<file path="src/rtl/vrf_pkg.sv">
// vrf_pkg: shared widths and write-request layout for the lane VRF write port
package vrf_pkg;
  localparam int VD_WIDTH = 5;
  localparam int OFFSET_WIDTH = 6;
  localparam int DATA_WIDTH = 32;
  localparam int INST_WIDTH = 3;
  localparam int MASK_WIDTH = DATA_WIDTH / 8;
  localparam int ADDR_WIDTH = VD_WIDTH + OFFSET_WIDTH;
  localparam int NUM_INST = 1 << INST_WIDTH;
  typedef logic [ADDR_WIDTH-1:0] vrf_addr_t;
  typedef struct packed {
    logic [VD_WIDTH-1:0] vd;
    logic [OFFSET_WIDTH-1:0] offset;
    logic [MASK_WIDTH-1:0] mask;
    logic [DATA_WIDTH-1:0] data;
    logic last;
    logic [INST_WIDTH-1:0] instructionIndex;
  } vrf_write_req_t;
endpackage

</file>
<file path="src/rtl/vrf_write_buffer.sv">
// vrf_write_buffer: small FIFO of write requests, ready derived from registered occupancy only
module vrf_write_buffer import vrf_pkg::*; #(
  parameter int DEPTH = 2
) (
  input  logic           clk_i,
  input  logic           rst_i,
  input  logic           push_i,
  input  vrf_write_req_t req_i,
  input  logic           pop_i,
  output logic           ready_o,
  output logic           head_valid_o,
  output vrf_write_req_t head_o
);
  localparam int PW = DEPTH > 1 ? $clog2(DEPTH) : 1;
  localparam int NW = $clog2(DEPTH + 1);
  localparam logic [PW-1:0] LAST_PTR = PW'(DEPTH - 1);
  localparam logic [NW-1:0] FULL_CNT = NW'(DEPTH);
  vrf_write_req_t mem_q [DEPTH];
  logic [PW-1:0] wr_q, rd_q;
  logic [NW-1:0] cnt_q;
  assign ready_o = cnt_q != FULL_CNT;
  assign head_valid_o = cnt_q != '0;
  assign head_o = mem_q[rd_q];
  always_ff @(posedge clk_i or posedge rst_i)
    if (rst_i) begin
      wr_q <= '0;
      rd_q <= '0;
      cnt_q <= '0;
    end else begin
      if (push_i) wr_q <= wr_q == LAST_PTR ? '0 : wr_q + 1'b1;
      if (pop_i) rd_q <= rd_q == LAST_PTR ? '0 : rd_q + 1'b1;
      cnt_q <= cnt_q + NW'(push_i) - NW'(pop_i);
    end
  // storage carries no reset; occupancy alone decides what is valid
  always_ff @(posedge clk_i)
    if (push_i) mem_q[wr_q] <= req_i;
endmodule

</file>
<file path="src/rtl/vrf_write_port.sv">
// vrf_write_port: buffers VRF write requests, arbitrates them against bank reads (read first,
// starvation override) and tracks per-instruction outstanding writes
module vrf_write_port import vrf_pkg::*; #(
  parameter int BUFFER_DEPTH = 2,
  parameter int STARVE_LIMIT = 4
) (
  input  logic                    clock,
  input  logic                    reset,
  input  logic                    vrfWriteRequest_valid,
  output logic                    vrfWriteRequest_ready,
  input  logic [VD_WIDTH-1:0]     vrfWriteRequest_bits_vd,
  input  logic [OFFSET_WIDTH-1:0] vrfWriteRequest_bits_offset,
  input  logic [MASK_WIDTH-1:0]   vrfWriteRequest_bits_mask,
  input  logic [DATA_WIDTH-1:0]   vrfWriteRequest_bits_data,
  input  logic                    vrfWriteRequest_bits_last,
  input  logic [INST_WIDTH-1:0]   vrfWriteRequest_bits_instructionIndex,
  input  logic                    readRequest_valid,
  output logic                    readRequest_ready,
  output logic                    ramWrite_enable,
  output logic [ADDR_WIDTH-1:0]   ramWrite_address,
  output logic [MASK_WIDTH-1:0]   ramWrite_mask,
  output logic [DATA_WIDTH-1:0]   ramWrite_data,
  output logic                    writeComplete_valid,
  output logic [INST_WIDTH-1:0]   writeComplete_instructionIndex,
  output logic [NUM_INST-1:0]     instructionBusy
);
  localparam int SW = $clog2(STARVE_LIMIT + 1);
  localparam int CW = $clog2(BUFFER_DEPTH + 2);
  localparam logic [SW-1:0] STALL_MAX = SW'(STARVE_LIMIT);
  localparam logic [CW-1:0] CNT_MAX = {CW{1'b1}};
  vrf_write_req_t req, head;
  logic head_valid, push, issue, starved;
  logic [SW-1:0] stall_q, stall_d;
  logic ram_en_q, wc_valid_q, retire_q;
  vrf_addr_t addr_q;
  logic [MASK_WIDTH-1:0] mask_q;
  logic [DATA_WIDTH-1:0] data_q;
  logic [INST_WIDTH-1:0] idx_q;
  logic [NUM_INST-1:0][CW-1:0] cnt_q, cnt_d;
  logic [NUM_INST-1:0] busy_q, busy_d, inc, dec;
  assign req = '{vd: vrfWriteRequest_bits_vd, offset: vrfWriteRequest_bits_offset,
                 mask: vrfWriteRequest_bits_mask, data: vrfWriteRequest_bits_data,
                 last: vrfWriteRequest_bits_last,
                 instructionIndex: vrfWriteRequest_bits_instructionIndex};
  assign push = vrfWriteRequest_valid & vrfWriteRequest_ready;
  vrf_write_buffer #(.DEPTH(BUFFER_DEPTH)) u_buf (
    .clk_i       (clock),
    .rst_i       (reset),
    .push_i      (push),
    .req_i       (req),
    .pop_i       (issue),
    .ready_o     (vrfWriteRequest_ready),
    .head_valid_o(head_valid),
    .head_o      (head)
  );
  assign starved = head_valid && stall_q == STALL_MAX;
  assign issue = head_valid && (!readRequest_valid || starved);
  assign readRequest_ready = readRequest_valid && !starved;
  assign stall_d = !head_valid || issue ? '0 : (stall_q == STALL_MAX ? stall_q : stall_q + 1'b1);
  // counters retire in the RAM cycle, one cycle after the pop
  always_comb begin
    for (int k = 0; k < NUM_INST; k++) begin
      inc[k] = push && req.instructionIndex == INST_WIDTH'(k);
      dec[k] = retire_q && idx_q == INST_WIDTH'(k);
      cnt_d[k] = cnt_q[k] + CW'(inc[k]) - CW'(dec[k]);
      busy_d[k] = cnt_d[k] != '0;
    end
  end
  always_ff @(posedge clock or posedge reset)
    if (reset) begin
      stall_q <= '0;
      ram_en_q <= 1'b0;
      wc_valid_q <= 1'b0;
      retire_q <= 1'b0;
      addr_q <= '0;
      mask_q <= '0;
      data_q <= '0;
      idx_q <= '0;
      cnt_q <= '0;
      busy_q <= '0;
    end else begin
      stall_q <= stall_d;
      ram_en_q <= issue && head.mask != '0;
      wc_valid_q <= issue && head.last;
      retire_q <= issue;
      cnt_q <= cnt_d;
      busy_q <= busy_d;
      if (issue) begin
        addr_q <= {head.vd, head.offset};
        mask_q <= head.mask;
        data_q <= head.data;
        idx_q <= head.instructionIndex;
      end
    end
  assign ramWrite_enable = ram_en_q;
  assign ramWrite_address = addr_q;
  assign ramWrite_mask = mask_q;
  assign ramWrite_data = data_q;
  assign writeComplete_valid = wc_valid_q;
  assign writeComplete_instructionIndex = idx_q;
  assign instructionBusy = busy_q;
  for (genvar i = 0; i < NUM_INST; i++) begin : g_cnt_chk
    assert property (@(posedge clock) disable iff (reset)
      !(inc[i] && !dec[i] && cnt_q[i] == CNT_MAX) && !(dec[i] && !inc[i] && cnt_q[i] == '0));
  end
endmodule

</file>
<file path="config.mk">
export PLATFORM = sky130hd
export DESIGN_NAME = vrf_write_port
export DESIGN_NICKNAME = d
export VERILOG_FILES = /design/src/rtl/vrf_pkg.sv /design/src/rtl/vrf_write_buffer.sv /design/src/rtl/vrf_write_port.sv
export SDC_FILE = /design/constraint.sdc
export NUM_CORES = 1
export LEC_CHECK = 0
export ABC_AREA = 1
export BUFFER_PORTS_ARGS = -buffer_cell sky130_fd_sc_hd__buf_2
export CAP_MARGIN = 20
export CORE_ASPECT_RATIO = 2
export CORE_MARGIN = 2
export CORE_UTILIZATION = 30
export CTS_CLUSTER_DIAMETER = 100
export DETAILED_ROUTE_END_ITERATION = 8
export GPL_TIMING_DRIVEN = 0
export PLACE_DENSITY_LB_ADDON = 0.12
export SKIP_CTS_REPAIR_TIMING = 1
export SLEW_MARGIN = 20
export SYNTH_ARGS = -nofsm -noshare
export SYNTH_HDL_FRONTEND = slang
export SYNTH_HIERARCHICAL = 1
export SYNTH_SLANG_ARGS = --single-unit
export TNS_END_PERCENT = 10
</file>
<file path="constraint.sdc">
create_clock -name clock -period 6.6 [get_ports clock]
set_input_delay 1.32 -clock clock [delete_from_list [all_inputs] [get_ports clock]]
set_output_delay 1.32 -clock clock [all_outputs]
set_load 0.005 [all_outputs]
</file>
==> flow_summary_export.csv, run 1 <==
group,metric,value,unit
outcome,run_status,"finished clean",
global_route,grt_pass1_wl,25.5,mm
detailed_routing,wl_met2,7.60,mm
sta,hold_viol,0,
synthesis,synth_common_cells,"nand2_1 (265), inv_1 (106), edfxtp_1 (102)",
synthesis,async_reset_ff_frac,0.452,
clock_network,clkTransAtPathRegs,0.06,ns
sta,fin_skew,0.00600,ns
power,p_total,4.04,mW
detailed_routing,drt_wl_total,15.7,mm
setup_path,crit_family,"buffers and inverters",
final_layout,fillCellCount,2543,
global_route,grt_max_degree,45,
die,die_y,228,um
detailed_routing,top_layer_used,"met5",
min_path,whs_path_depth,2,
setup_path,r2r_start,"stall_q[0]",
die,core-area,24800,um^2
die,dieArea,26400,um^2
clock_network,root_buffer,"clkbuf_16",
synthesis,synthFlopType,"edfxtp_1",
power,power.leakage,4.42,nW
global_route,grt_antenna_before_repair,1,
detailed_routing,drt_pass1_iterations,4,
setup_path,cp_common_cell,"buf_2",
final_layout,area_growth,22.7,%
power,seqPwrFrac,0.443,
setup_path,critical_path_arrival,1.69,ns
detailed_routing,dr_total_vias,4864,
power,power_switching,1.31,mW
global_route,overflow,0,
min_path,worstHoldStart,"ramWrite_data[4]",
synthesis,synth_nets,772,
sta,worst_slew_pin_slew,0.590,ns
final_layout,stdcell_area,9220,um^2
setup_path,r2r_end,"u_buf/cnt_q[1]",
setup_path,reg2regPathDepth,11,
setup_path,endpoint_kind,"output pin",
global_route,grt_use_total,0.129,
clock_network,cts.sinks,186,
setup_path,max_stage_delay,0.13,ns
synthesis,synth_largest_area_cell,"edfxtp_1",
clock_network,tritoncts,"yes",
synthesis,ys_seq_elements,186,
synthesis,synth_top_cell_area_share,0.408,
place,gp_congestion,0.702,
detailed_routing,drt_iter0_drc,177,
die,fp-row-count,82,
synthesis,yosysSeqAreaShare,0.688,
sta,tns,0,ns
sta,report.final.slew_viol_count,0,
clock_network,ctsLongestPathBuffers,2,
run,max_cap_viol_count,0,
die,die_x,116,um
place,dp_hpwl,10.9,mm
synthesis,syn_inst,697,
min_path,min_delay_worst_endpoint,"ramWrite_data[4]",
detailed_routing,ant_nets,0,
detailed_routing,met3_length,908,um
place,dpl-instance-area,8620,um^2
final_layout,finalNetCount,911,
clock_network,htreeDepth,4,
setup_path,cp_slowest_cell,"buf_2",
detailed_routing,wl_per_cell,13.2,um
synthesis,synth-edff-count,102,
clock_network,clock_latency,0.44,ns
detailed_routing,route.layer.met1.wl,6.85,mm
setup_path,crit_buf_inv,3,
die,io_pins,117,
power,ir_drop,0.187,mV
clock_network,cts_buffers,17,
min_path,min_path_type,"flip-flop to flip-flop",
power,p_clk_frac,0.254,
setup_path,path_cells,"buf_2, nand2_1, inv_1, buf_2",
synthesis,synth.most_common_cell,"nand2_1",
power,comb_power_share,0.303,
sta,rsz0062_at_grt,"false",
setup_path,regToRegSetupSlack,4.57,ns
sta,finalCriticalPeriod,3.01,ns
setup_path,critical_path_class,"input port to output pin",
synthesis,avgSynthCellArea,10.8,um^2
place,io_buffer_count,116,
power,switching_share,0.325,
detailed_routing,drc,0,
final_layout,diodes,0,
power,p_per_area,438,nW/um^2
power,p_int,2.73,mW
global_route,first_global_vias,4837,
setup_path,cp.required,5.28,ns
sta,finalSetupViolCount,0,
setup_path,crit_fanout,2,
sta,relSlewSlack,0.607,
sta,finalCritPeriodShare,0.456,
setup_path,startpoint_type,"input port",
sta,hold_ws,0.464,ns
synthesis,post_synth_num_cell_types,18,
synthesis,netlist_top_cells_area,"edfxtp_1 (41%), dfrtp_1 (28%), nand2_1 (13%)",
final_layout,drive_above_1_share,0.205,
sta,fmax,332,MHz
synthesis,syn-cell-area,7510,um^2
detailed_routing,vias_per_cell,4.11,
synthesis,yosysWarnings,6,
die,initial_core_util,0.303,
==> worst max-delay path by stage <==
stage | start | end | cells past startpoint
finish | readRequest_valid | readRequest_ready | 4
global route | readRequest_valid | readRequest_ready | 4
CTS | readRequest_valid | readRequest_ready | 4
detailed placement | readRequest_valid | readRequest_ready | 4
global placement | vrfWriteRequest_valid | u_buf/mem_q[0][27] | 5
floorplan | vrfWriteRequest_valid | u_buf/mem_q[0][0] | 4
==> power by group through the flow <==
stage	clock (mW)	combinational [mW]	sequential, mW
after global routing	1.11	1.43	1.83
after floorplan	0	0.746	1.82
final	1.02	1.22	1.79
after detailed placement	0	1.27	1.81
after CTS	1.07	1.27	1.79
after global placement	0	1.21	1.82
==> stage by stage <==
stage | utilization | setup slack (ns) | cells
after global routing | 0.371 | 3.54 | 1184
after detailed placement | 0.347 | 3.59 | 1153
after global placement | 0.343 | 0.596 | 1149
after CTS | 0.371 | 3.58 | 1184
final | 0.371 | 3.59 | 1184
after floorplan | - | 2.45 | 697
==> worst reg2reg max path, stage by stage, from the launching register on <==
cell	delay, ns
dfrtp_1	0.40
inv_1	0.07
ha_1	0.17
nand2_1	0.09
a21boi_4	0.36
buf_6	0.26
ha_1	0.26
inv_1	0.06
ha_1	0.15
inv_1	0.04
nand2_1	0.05
nand2_1	0.04
==> routing by layer <==
layer  up-vias  GRT usage
met2       112      0.209
met1      2264      0.160
li1       2465          -
met4         2     0.0420
met5         -          0
met3        21     0.0468
==> cell usage in the layout, fill, tap and decap left out, drive strengths merged <==
cell type,instances
nand3,10
inv,106
bufinv,3
xor2,2
nor2,19
clkinv,8
dfrtp,84
edfxtp,102
a21boi,1
o21ai,51
buf,134
nand2,272
nand3b,8
xnor2,1
ha,20
clkbuf,26
clkinvlp,1
==> area by class of cell <==
cell class                 instances  area, um^2  share of cell area
sequential                       186        5160               0.560
clock buffer                      19         443              0.0481
timing repair buffer             120         676              0.0733
inverter                         106         405              0.0440
tap                              336         420              0.0456
multi-input combinational        384        1780               0.193
buffer                            21         179              0.0194
clock inverter                    12         150              0.0163
==> registers in the layout, summed over array words and instances (netlist names) <==
register and cells:
u_buf/mem_q 102, ramWrite_data 32, cnt_q 16, ramWrite_address 11, instructionBusy 8, ramWrite_mask 4
stall_q 3, writeComplete_instructionIndex 3, u_buf/cnt_q 2, ramWrite_enable 1, retire_q 1, u_buf/rd_q 1
u_buf/wr_q 1, writeComplete_valid 1
==> logic make-up after synthesis <==
logic type | after synthesis | share of synthesized area
xor+xnor | 3 | 0.00350
compound gates | 52 | 0.0365
fa+ha+maj | 20 | 0.0333
flops | 186 | 0.688
simple gates | 309 | 0.162
buf+inv | 127 | 0.0768
No activity file was read; power rests on OpenSTA's default activity.
==> run 2, diff against run 1 <==
==> constraint.sdc (replaced) <==
create_clock -name clock -period 3 [get_ports clock]
set_input_delay 0.6 -clock clock [delete_from_list [all_inputs] [get_ports clock]]
set_output_delay 0.6 -clock clock [all_outputs]
set_load 0.005 [all_outputs]
==> run 2 against run 1 <==
  * Hold slack worse by 0.38 ns
  * Clock skew is 0.0015 ns higher
  * Clock power is 120% higher
  * Non-clock buffer count stayed put
  * Highest routed layer is now met4
  * Combinational power is 120% higher
  * Routed wire length is 2.1% higher
  * Via count is 0.45% lower
  * Die area stayed put
  * Sequential power is 120% higher
  * Sequential cell count stayed put
  * Critical endpoint is now u_buf/cnt_q[1]
==> flow_summary_export.csv, run 2 (synthesis gave the netlist of run 1 again) <==
group,metric,value,unit
sta,relSlewSlack,0.602,
detailed_routing,drc,0,
final_layout,drive_above_1_share,0.203,
power,p_per_area,966,nW/um^2
global_route,overflow,0,
sta,worst_slew_pin_slew,0.597,ns
global_route,first_global_vias,4815,
sta,report.final.slew_viol_count,0,
run,max_cap_viol_count,0,
clock_network,root_buffer,"clkbuf_16",
sta,finalSetupViolCount,0,
final_layout,stdcell_area,9210,um^2
die,initial_core_util,0.303,
final_layout,final_common_cell,"nand2_1",
place,io_buffer_count,116,
power,ir_drop,0.494,mV
place,dp_hpwl,11.0,mm
clock_network,ctsLongestPathBuffers,2,
detailed_routing,drt_iter0_drc,151,
setup_path,critical_path_class,"flip-flop to flip-flop",
sta,fmax,488,MHz
place,gp_congestion,0.690,
detailed_routing,drt_pass1_iterations,4,
clock_network,htreeDepth,4,
final_layout,largest_register_ffs,102,
die,die_x,116,um
detailed_routing,drt_wl_total,16.0,mm
global_route,grt_pass1_wl,26.0,mm
place,dpl-instance-area,8620,um^2
final_layout,top_register,"u_buf/mem_q",
sta,fin_skew,0.00752,ns
setup_path,endpoint_kind,"flip-flop",
die,core-area,24800,um^2
final_layout,area_growth,22.6,%
setup_path,cp.required,3.33,ns
die,fp-row-count,82,
global_route,grt_antenna_before_repair,1,
global_route,grt_use_total,0.132,
detailed_routing,wl_per_cell,13.5,um
sta,finalCritPeriodShare,0.683,
detailed_routing,ant_nets,0,
clock_network,tritoncts,"yes",
final_layout,finalNetCount,911,
die,die_y,228,um
setup_path,regToRegSetupSlack,0.95,ns
clock_network,cts.sinks,186,
power,p_total,8.90,mW
sta,finalCriticalPeriod,2.05,ns
clock_network,clock_latency,0.44,ns
die,dieArea,26400,um^2
final_layout,multi_input_comb_area,1780,um^2
setup_path,startpoint_type,"flip-flop",
setup_path,critical_path_arrival,2.38,ns
detailed_routing,dr_total_vias,4842,
min_path,min_path_type,"input port to async pin",
outcome,run_status,"finished clean",
setup_path,crit_fanout,12,
sta,hold_viol,0,
final_layout,seq_area,5160,um^2
clock_network,clkTransAtPathRegs,0.07,ns
final_layout,final_cell_mix,"nand2_1 (265), buf_2 (117), inv_1 (104)",
die,io_pins,117,
sta,rsz0062_at_grt,"false",
power,power.leakage,4.41,nW
final_layout,fillCellCount,2549,
clock_network,cts_buffers,17,
detailed_routing,vias_per_cell,4.08,
global_route,grt_max_degree,44,
[run 2: worst paths after layout]
| path | from | cells past startpoint | to |
|---|---|---|---|
| min | reset | 2 | u_buf/wr_q |
| min in group clock | vrfWriteRequest_bits_mask[1] | 1 | u_buf/mem_q[0][37] |
| max | stall_q[0] | 11 | u_buf/cnt_q[1] |
| min reg2reg | stall_q[0] | 1 | stall_q[0] |
| max in group asynchronous | reset | 3 | cnt_q[14] |
| max reg2reg | stall_q[0] | 11 | u_buf/cnt_q[1] |
[run 2: per-layer routing]
metal / track usage / vias up / wire length, um
met5: 0 / - / 0
met4: 0.0536 / 0 / 317
met3: 0.0383 / 17 / 792
met2: 0.209 / 106 / 7590
met1: 0.168 / 2248 / 7290
li1: - / 2471 / -
[run 2: cell type report]
| cell class | instances | share of cell area |
|---|---|---|
| flip-flops and latches | 186 | 0.561 |
| multi-input cells | 384 | 0.193 |
| repair buffers | 120 | 0.0734 |
| clock buffers | 19 | 0.0470 |
| well taps | 336 | 0.0456 |
| inverters | 106 | 0.0440 |
| plain buffers | 21 | 0.0194 |
| clock inverters | 13 | 0.0164 |
| diodes | 1 | 0.000272 |
[run 2: power by group]
part | internal, mW | leakage, nW | switching [mW]
clock network | 1.30 | 0.278 | 0.956
logic | 1.07 | 2.15 | 1.63
registers | 3.61 | 1.98 | 0.336
total | 5.98 | 4.41 | 2.92
[run 2: critical path: stages (launching register included)]
cell	delay, ns
dfrtp_1	0.39
inv_1	0.06
ha_1	0.16
nand2_1	0.09
a21boi_4	0.36
buf_6	0.25
ha_1	0.25
inv_1	0.06
ha_1	0.16
inv_1	0.04
nand2_1	0.06
nand2_1	0.04
[run 2: metrics by stage]
stage               setup slack (ns)  hold slack (ns)  cells  utilization  TNS, ns
finish                         0.951           0.0874   1186        0.371        0
floorplan                      0.348            0.366    697            -        0
CTS                            0.906           0.0589   1185        0.371        0
global placement               -1.27            0.448   1149        0.343  -155.18
detailed placement             0.862            0.453   1153        0.347        0
global route                   0.758           0.0764   1185        0.371        0
